**src/rtl/life_pkg.sv**
```systemverilog
// Shared constants, types and helpers for the 8x8 toroidal Game of Life engine.
package life_pkg;

    localparam int GRID_N = 8;
    localparam int CELLS  = 64;

    localparam logic [63:0] DEFAULT_SEED = 64'hACE1_2468_1357_BDF9;

    typedef enum logic [1:0] {
        IDLE = 2'b00,
        RUN  = 2'b01,
        LOAD = 2'b10
    } mode_e;

    // Row 0 / column 0 is the top-left cell, which lives in bit 63.
    function automatic int idx(input int r, input int c);
        return 63 - (8 * r + c);
    endfunction

    function automatic logic [63:0] lfsr_next(input logic [63:0] s);
        return {s[62:0], s[63] ^ s[62] ^ s[60] ^ s[59]};
    endfunction

endpackage

```
**src/rtl/life_cell_rule.sv**
```systemverilog
// Single-cell Life rule: survive on 2 or 3 live neighbours, birth on exactly 3.
module life_cell_rule (
    input  logic [7:0] nbr_i,
    input  logic       cur_i,
    output logic       next_o
);

    logic [3:0] cnt_s;

    // Population count of the eight neighbours.
    always_comb begin
        cnt_s = 4'd0;
        for (int k = 0; k < 8; k++) begin
            cnt_s = cnt_s + {3'd0, nbr_i[k]};
        end
    end

    assign next_o = (cnt_s == 4'd3) | (cur_i & (cnt_s == 4'd2));

endmodule

```
**src/rtl/life_grid_engine.sv**
```systemverilog
// 8x8 toroidal Game of Life grid with an inline 64-bit Fibonacci LFSR seed source.
module life_grid_engine
    import life_pkg::*;
#(
    parameter logic [63:0] SEED = DEFAULT_SEED
) (
    input  logic        clk,
    input  logic        reset,
    input  logic        lfsr_load,
    input  logic        start,
    output logic [63:0] q,
    output logic [63:0] grid_evolve,
    output logic [63:0] debug,
    output logic [1:0]  debug2
);

    logic [63:0] grid_q;
    logic [63:0] grid_d;
    logic [63:0] lfsr_q;
    logic [63:0] lfsr_d;
    mode_e       mode_q;
    mode_e       mode_d;

    // Next-state selection: a load takes the pre-shift LFSR value and beats start.
    always_comb begin
        lfsr_d = lfsr_next(lfsr_q);
        grid_d = grid_q;
        mode_d = IDLE;
        if (lfsr_load) begin
            grid_d = lfsr_q;
            mode_d = LOAD;
        end else if (start) begin
            grid_d = grid_evolve;
            mode_d = RUN;
        end else begin
            grid_d = grid_q;
            mode_d = IDLE;
        end
    end

    // State registers with asynchronous active-low clear.
    always_ff @(posedge clk or negedge reset) begin
        if (!reset) begin
            grid_q <= 64'd0;
            lfsr_q <= SEED;
            mode_q <= IDLE;
        end else begin
            grid_q <= grid_d;
            lfsr_q <= lfsr_d;
            mode_q <= mode_d;
        end
    end

    // Neighbour indices wrap modulo 8 in both directions.
    for (genvar r = 0; r < GRID_N; r++) begin : g_row
        for (genvar c = 0; c < GRID_N; c++) begin : g_col
            localparam int RU = (r + GRID_N - 1) % GRID_N;
            localparam int RD = (r + 1) % GRID_N;
            localparam int CL = (c + GRID_N - 1) % GRID_N;
            localparam int CR = (c + 1) % GRID_N;

            life_cell_rule u_cell (
                .nbr_i ({grid_q[idx(RU, CL)], grid_q[idx(RU, c)], grid_q[idx(RU, CR)],
                         grid_q[idx(r,  CL)],                     grid_q[idx(r,  CR)],
                         grid_q[idx(RD, CL)], grid_q[idx(RD, c)], grid_q[idx(RD, CR)]}),
                .cur_i  (grid_q[idx(r, c)]),
                .next_o (grid_evolve[idx(r, c)])
            );
        end
    end

    assign q      = grid_q;
    assign debug  = lfsr_q;
    assign debug2 = mode_q;

endmodule

```
**config.mk**
```make
export PLATFORM = sky130hd
export DESIGN_NAME = life_grid_engine
export DESIGN_NICKNAME = d
export VERILOG_FILES = /design/src/rtl/life_pkg.sv /design/src/rtl/life_cell_rule.sv /design/src/rtl/life_grid_engine.sv
export SDC_FILE = /design/constraint.sdc
export NUM_CORES = 1
export LEC_CHECK = 0
export CORE_ASPECT_RATIO = 0.75
export CORE_UTILIZATION = 59
export CTS_CLUSTER_DIAMETER = 80
export CTS_CLUSTER_SIZE = 24
export DETAILED_ROUTE_END_ITERATION = 6
export GPL_ROUTABILITY_DRIVEN = 0
export PLACE_DENSITY = 0.88
export SYNTH_ARGS = -nofsm -noshare
export SYNTH_HDL_FRONTEND = slang
export SYNTH_SLANG_ARGS = --single-unit
```
**constraint.sdc**
```tcl
create_clock -name clk -period 5.5 [get_ports clk]
set_clock_uncertainty 0.1 [all_clocks]
set_input_delay 1.1 -clock clk [delete_from_list [all_inputs] [get_ports clk]]
set_output_delay 1.1 -clock clk [all_outputs]
set_load 0.1 [all_outputs]
```
Word level (Yosys, flattened, before mapping)
Cells that the tools add are included.

operators by class
  add/subtract/negate cells = 448
  mux-type cells = 4
  equal/unequal tests = 128
  bitwise logic cells = 131
  reductions and logical operators = 1

operators with widths
  operator                                                          number
  4-bit by 1-bit adder with 4-bit output                            384
  4-bit by 2-bit == test with 1-bit output (second input constant)  128
  1-bit by 1-bit adder with 2-bit output                            64
  64-bit two-way mux                                                2
  1-bit AND                                                         64
  1-bit bitwise OR                                                  64
  1-bit bitwise XOR                                                 3
  2-bit two-way mux                                                 1
  2-bit nonzero test                                                1
  1-bit two-way mux                                                 1

storage, ports and cells
  bits in registers = 130
  logic and storage cells = 715
  input port bits = 4
  output and inout port bits = 194

Depth between registers and ports, before layout
Gate-level depths: netlist (run 1).

  depth after elaboration = 12
  depth in mapped cells = 12
  mapped depth without buffers = 12

Modules after synthesis
Synthesis (run 1) repeated with hierarchy kept, for this count alone.

second synthesis, totals
  cell total of the unflattened synthesis = 1882
  area total of the unflattened synthesis = 17561.8 um^2

by module, submodules not included
  module                                         area an instance (um^2)  sequential area each (um^2)  cells each  times used
  life_cell_rule (g_row[0].g_col[0].u_cell ...)  200.2                    0.0                          23          37
  life_grid_engine                               5154.9                   3294.4                       410         1
  life_cell_rule (g_row[2].g_col[2].u_cell ...)  185.2                    0.0                          23          27

Least setup slack after synthesis (run 1)
No wires, ideal clock.

  path kind = reg-to-output
  start point = register grid_q[48] (netlist: q[48])
  end point = output port grid_evolve[56]
  buffers on the path = 1
  stages on the path, launching flop included = 12
  data required time = 4.300 ns
  slack = 0.913 ns
  data arrival time = 3.387 ns
  cells stage by stage = dfrtp_1 ha_1 inv_1 fa_1 fa_1 inv_1 fa_1 inv_1 fa_1 a21oi_1 nor3b_1 buf_4

between the ends
  word-level cells in the longest chain between the ends = 10
  elaborated cells on any way between the ends = 11
  classes of those cells = add/sub (7); eq/ne (2); bitwise (2)

RTL lines
  what                                                     line                    text
  from (decl)                                              life_grid_engine.sv:17  logic [63:0] grid_q;
  from (signal assigned)                                   life_grid_engine.sv:48  grid_q <= grid_d;
  1-bit by 1-bit adder with 2-bit output (*)               life_cell_rule.sv:14    cnt_s = cnt_s + {3'd0, nbr_i[k]};
  4-bit by 1-bit adder with 4-bit output (*) (6 in a row)  life_cell_rule.sv:14
  4-bit by 2-bit == test with 1-bit output                 life_cell_rule.sv:18    assign next_o = (cnt_s == 4'd3) | (cur_i & (cnt_s == 4'd2));
  1-bit AND                                                life_cell_rule.sv:18
  1-bit bitwise OR (*)                                     life_cell_rule.sv:18
  to (decl)                                                life_grid_engine.sv:12  output logic [63:0] grid_evolve,

Every way passes the cells marked *; elsewhere a longest branch is shown, timed or not.

Final worst setup path (run 1)
  start point = register grid_q[23] (netlist: q[23])
  end point = output port grid_evolve[30]

between the ends
  word-level cells in the longest chain between the ends = 9
  elaborated cells on any way between the ends = 10
  classes of those cells = add/sub (6); eq/ne (2); bitwise (2)

RTL lines
  what                                                     line
  4-bit by 1-bit adder with 4-bit output (*) (6 in a row)  life_cell_rule.sv:14
  4-bit by 2-bit == test with 1-bit output                 life_cell_rule.sv:18
  1-bit AND                                                life_cell_rule.sv:18
  1-bit bitwise OR (*)                                     life_cell_rule.sv:18

Marks and branches as above.

==> results of run 1 <==
-- power groups by stage --
stage	combinational (µW)	clock, µW	sequential [µW]
final	70.5	1150	959
after global routing	75.0	1200	958
after CTS	70.3	1150	959
after detailed placement	70.3	0	975
after global placement	69.0	0	975
after floorplan	33.5	0	981
-- repair_timing --
action	4_1_cts	5_1_grt
endpoints found under the setup margin	0	21
buffers inserted	0	9
gates resized for setup	0	24
-- metal layers --
| metal | vias up | part of all wire (%) | GRT usage [%] | routed length [µm] |
|---|---|---|---|---|
| met5 | - | 0 | 0 | 0 |
| met4 | 0 | 4.0 | 14.9 | 1900 |
| met3 | 167 | 11 | 7.86 | 5080 |
| met2 | 784 | 47 | 54.7 | 22700 |
| met1 | 6422 | 38 | 43.3 | 18300 |
| li1 | 5303 | - | - | - |
-- cell usage after synthesis (all sizes together), types with 25 or more instances --
master | count | share of area (%)
inv | 495 | 11
fa | 256 | 30
buf | 212 | 9.2
ha | 192 | 14
dfrtp | 97 | 14
a31oi | 47 | 1.7
nand2 | 47 | 1.0
nor2 | 47 | 1.0
a221o | 42 | 2.4
nor3 | 42 | 1.2
o22ai | 39 | 1.4
dfstp | 33 | 5.0
a2111oi | 25 | 2.2
-- final cells by class --
cell class,instances,area [µm²],share of cell area (%)
clock buffer,26,479,2.44
clock inverter,6,80.1,0.407
inverter,495,1870,9.52
multi-input combinational,863,10600,53.9
sequential,130,3300,16.8
tap,385,482,2.45
timing repair buffer,236,2850,14.5
-- cell families after synthesis --
logic type | count (synthesis)
buf+inv | 713
flops | 130
fa+ha+maj | 448
xor+xnor | 3
mux | 22
compound gates | 209
simple gates | 181
-- stage by stage --
stage / power (µW) / hold WS, ns / area [µm²] / util (%) / setup slack, ns
final: 2180 / 0.273 / 19700 / 69.3 / 0.105
after global routing: 2230 / 0.282 / 19700 / 69.3 / -0.00898
after CTS: 2180 / 0.273 / 19500 / 68.7 / 0.0197
after detailed placement: 1050 / 0.264 / 18900 / 66.7 / 0.514
after global placement: 1040 / 0.266 / 18900 / 66.7 / 0.570
after floorplan: 1010 / 0.259 / 17300 / - / 0.913
-- worst reg2reg max path, delay by kind of cell, from the launching register on --
kind,cells,cell delay [ns]
AO/OA/AOI/OAI,2,0.73
adder cells (fa/ha/maj),4,1.89
buffers and inverters,3,0.64
flip-flops,1,0.47
-- path summary, 6_finish.rpt --
check | slack (ns) | end | cells after the start | from
hold reg to reg | 0.27 | debug[6]$_DFF_PN1_ | 0 | debug[5]$_DFF_PN1_
max in group asynchronous | 3.58 | q[8]$_DFFE_PN0P_ | 2 | reset
setup reg to reg | 1.61 | q[30]$_DFFE_PN0P_ | 9 | q[23]$_DFFE_PN0P_
setup / recovery | 0.11 | grid_evolve[30] | 9 | q[23]$_DFFE_PN0P_
min in group asynchronous | 0.60 | q[53]$_DFFE_PN0P_ | 1 | reset
hold / removal | 0.27 | debug[6]$_DFF_PN1_ | 0 | debug[5]$_DFF_PN1_
-- cells in the final DEF, fill, tap and decap left out, drive strengths merged, types with 25 or more instances in the layout --
master,n
nor3,42
o22ai,39
dfstp,33
nor2,47
dfrtp,97
a31oi,47
ha,192
clkbuf,26
inv,491
fa,256
a221o,42
clkdlybuf4s50,130
nand2,47
a2111oi,25
buf,106
-- sequential cells by signal, indices dropped and copies added, names as in the netlist --
| name | count |
|---|---|
| debug2 | 2 |
| debug | 64 |
| q | 64 |
==> summary by stage, run 1 <==
Run status
The run finished with clean final reports.

Yosys
After synthesis, the share of cell area in mux cells is 1.43%. The simple-gate portion of the synthesized area is 5.25%. The synthesized design contains 130 register bits. The number of nets in the synthesized netlist is 2158. Counting every instance in the synthesized netlist gives 1706.

The unique cell type count in the Yosys netlist is 25. Yosys printed 0 warnings. The main combinational cell family by area after synthesis is adder cells. For this run, the leading register cell type out of synthesis is sky130_fd_sc_hd__dfrtp_1. Summing the areas of all xor and xnor instances in the mapped netlist gives 0.152% of the synthesized area. In this run the cell area of the synthesized design comes to 17300 µm². The async set-reset flop share out of synthesis is 100%. Counting flops with a built-in enable in the synthesized netlist gives 0. A synthesized cell averages 10.1 µm². The post-synthesis share of cell area spent on full adders, half adders and majority gates is 43.6%. The complex-gate fraction of the synthesized area is 10.5%. The register area share after synthesis is 19.1%.

STA
The number of pins with negative max-slew slack in the final report came to 0. The worst path in the final design needs a cycle of 5.39 ns, including I/O delays and setup. Measured against its own limit, the worst slew margin works out to 29.1%. The highest clock frequency the design can meet is 0.185 GHz. The final critical path takes up 98.1% of the cycle.

The final setup violation count is 0. The summed negative setup slack over all endpoints is 0 ns. The final number of hold-violating endpoints is 0. At the pin with the least slew margin, the transition time is 1.06 ns.

Worst hold path
The worst hold path belongs to the class register to register.

Layout
The count of filler cells inserted in the layout is 1970. The non-filler instance count after layout is 2141. Compared with the post-synthesis result, the final layout area differs by 13.8%. 0 antenna diodes ended up in the layout. The net count of the finished layout is 2195. The share of cells above drive strength 1 is 14.2%.

Drt
The routed wire length is 47900 µm. Dividing the detail-routed via count by the number of cells gives 5.92. The DRC violation count after routing is 0. After detailed routing, the average wire length per cell comes to 22.4 µm. The count of nets left with antenna violations once routing finished came out at 0. The detailed-routing iteration count for the pre-antenna-repair pass is 5. The number of vias after detailed routing is 12.7k. The number of DRC violations after detailed-routing iteration 0 is 1078.

Global route
The initial antenna violation count is 0. The first-pass GRT wire length is 75300 µm. The total overflow left after global routing is 0. Entering global routing, the biggest net connects 88 pins. The number of global-route vias before repair is 13.9k.

In the global route stage, overall resource usage came out at 33.7%.

Placed design
The total placed cells including tap cells is 2100. The half-perimeter wire length after detailed placement is 37300 µm. The count of port buffers added during placement is 197.

Pwr
In this run the power density over the cells is 111 nW/µm². Internal power comes to 1660 µW. Of the total power, combinational logic draws 3.2%.

Sequential cells burn 44.0% of the power. For this design the static power due to leakage is 0.00913 µW. Net switching is 24.0% of the power. The worst ir drop on vdd is 193 µV. Summed over all nets, the switching power comes to 522 µW. The clock share of power is 52.7%.

Die
Row generation in the floorplan step produced 53 rows. The die is 150 µm tall. The die covers 30000 µm². The die extent in x is 200 µm. The region available for standard cell placement spans 28400 µm².

For this configuration, the core starts out at a cell density of 60.9%. 198 I/O pins were placed.

Worst setup path
STA classifies the critical path startpoint as a register. The slowest stage of the critical path is the sky130_fd_sc_hd__fa_1 cell. By startpoint and endpoint, the worst setup path is classified as register to primary output. Of all nets on the critical path, the largest fanout is 7. The critical path goes through inv_1 > fa_1 > fa_1 > inv_1 > fa_1 > inv_1 > fa_1 > a2111oi_2 > buf_12.

The required arrival time at the worst endpoint is 4.30 ns. The combined buffer and inverter count along the critical path is 4. The type of element capturing the critical path is a primary output. The critical path's most frequent cell is sky130_fd_sc_hd__fa_1.

The critical path arrival is 4.19 ns. The family with the most delay on the worst path is adder cells. The biggest cell delay along the critical path is 0.54 ns.

Clock network
The root buffer selected by CTS is sky130_fd_sc_hd__clkbuf_16. In this run, post-CTS hold repair placed 0 buffers. The clock passes through at most 2 buffers. For the worst-skew pair, the clock arrives at the later sink with an insertion delay of 0.45 ns. The number of CTS-inserted buffers is 17. The number of H-tree branching levels is 4. After clock tree synthesis, the clock-pin slew on the worst setup and hold paths is 0.07 ns. The number of sinks driven by the clock tree is 130. The TritonCTS clock tree is built.

Flow run
The reported max-cap violation count is 0.
(Power assumes the default switching activity.)
==> run 2: changes to the inputs <==
SLEW_MARGIN = 25   (was unset)
==> results of run 2 <==
Final layout, timing and power as in run 1 (identical DEF).
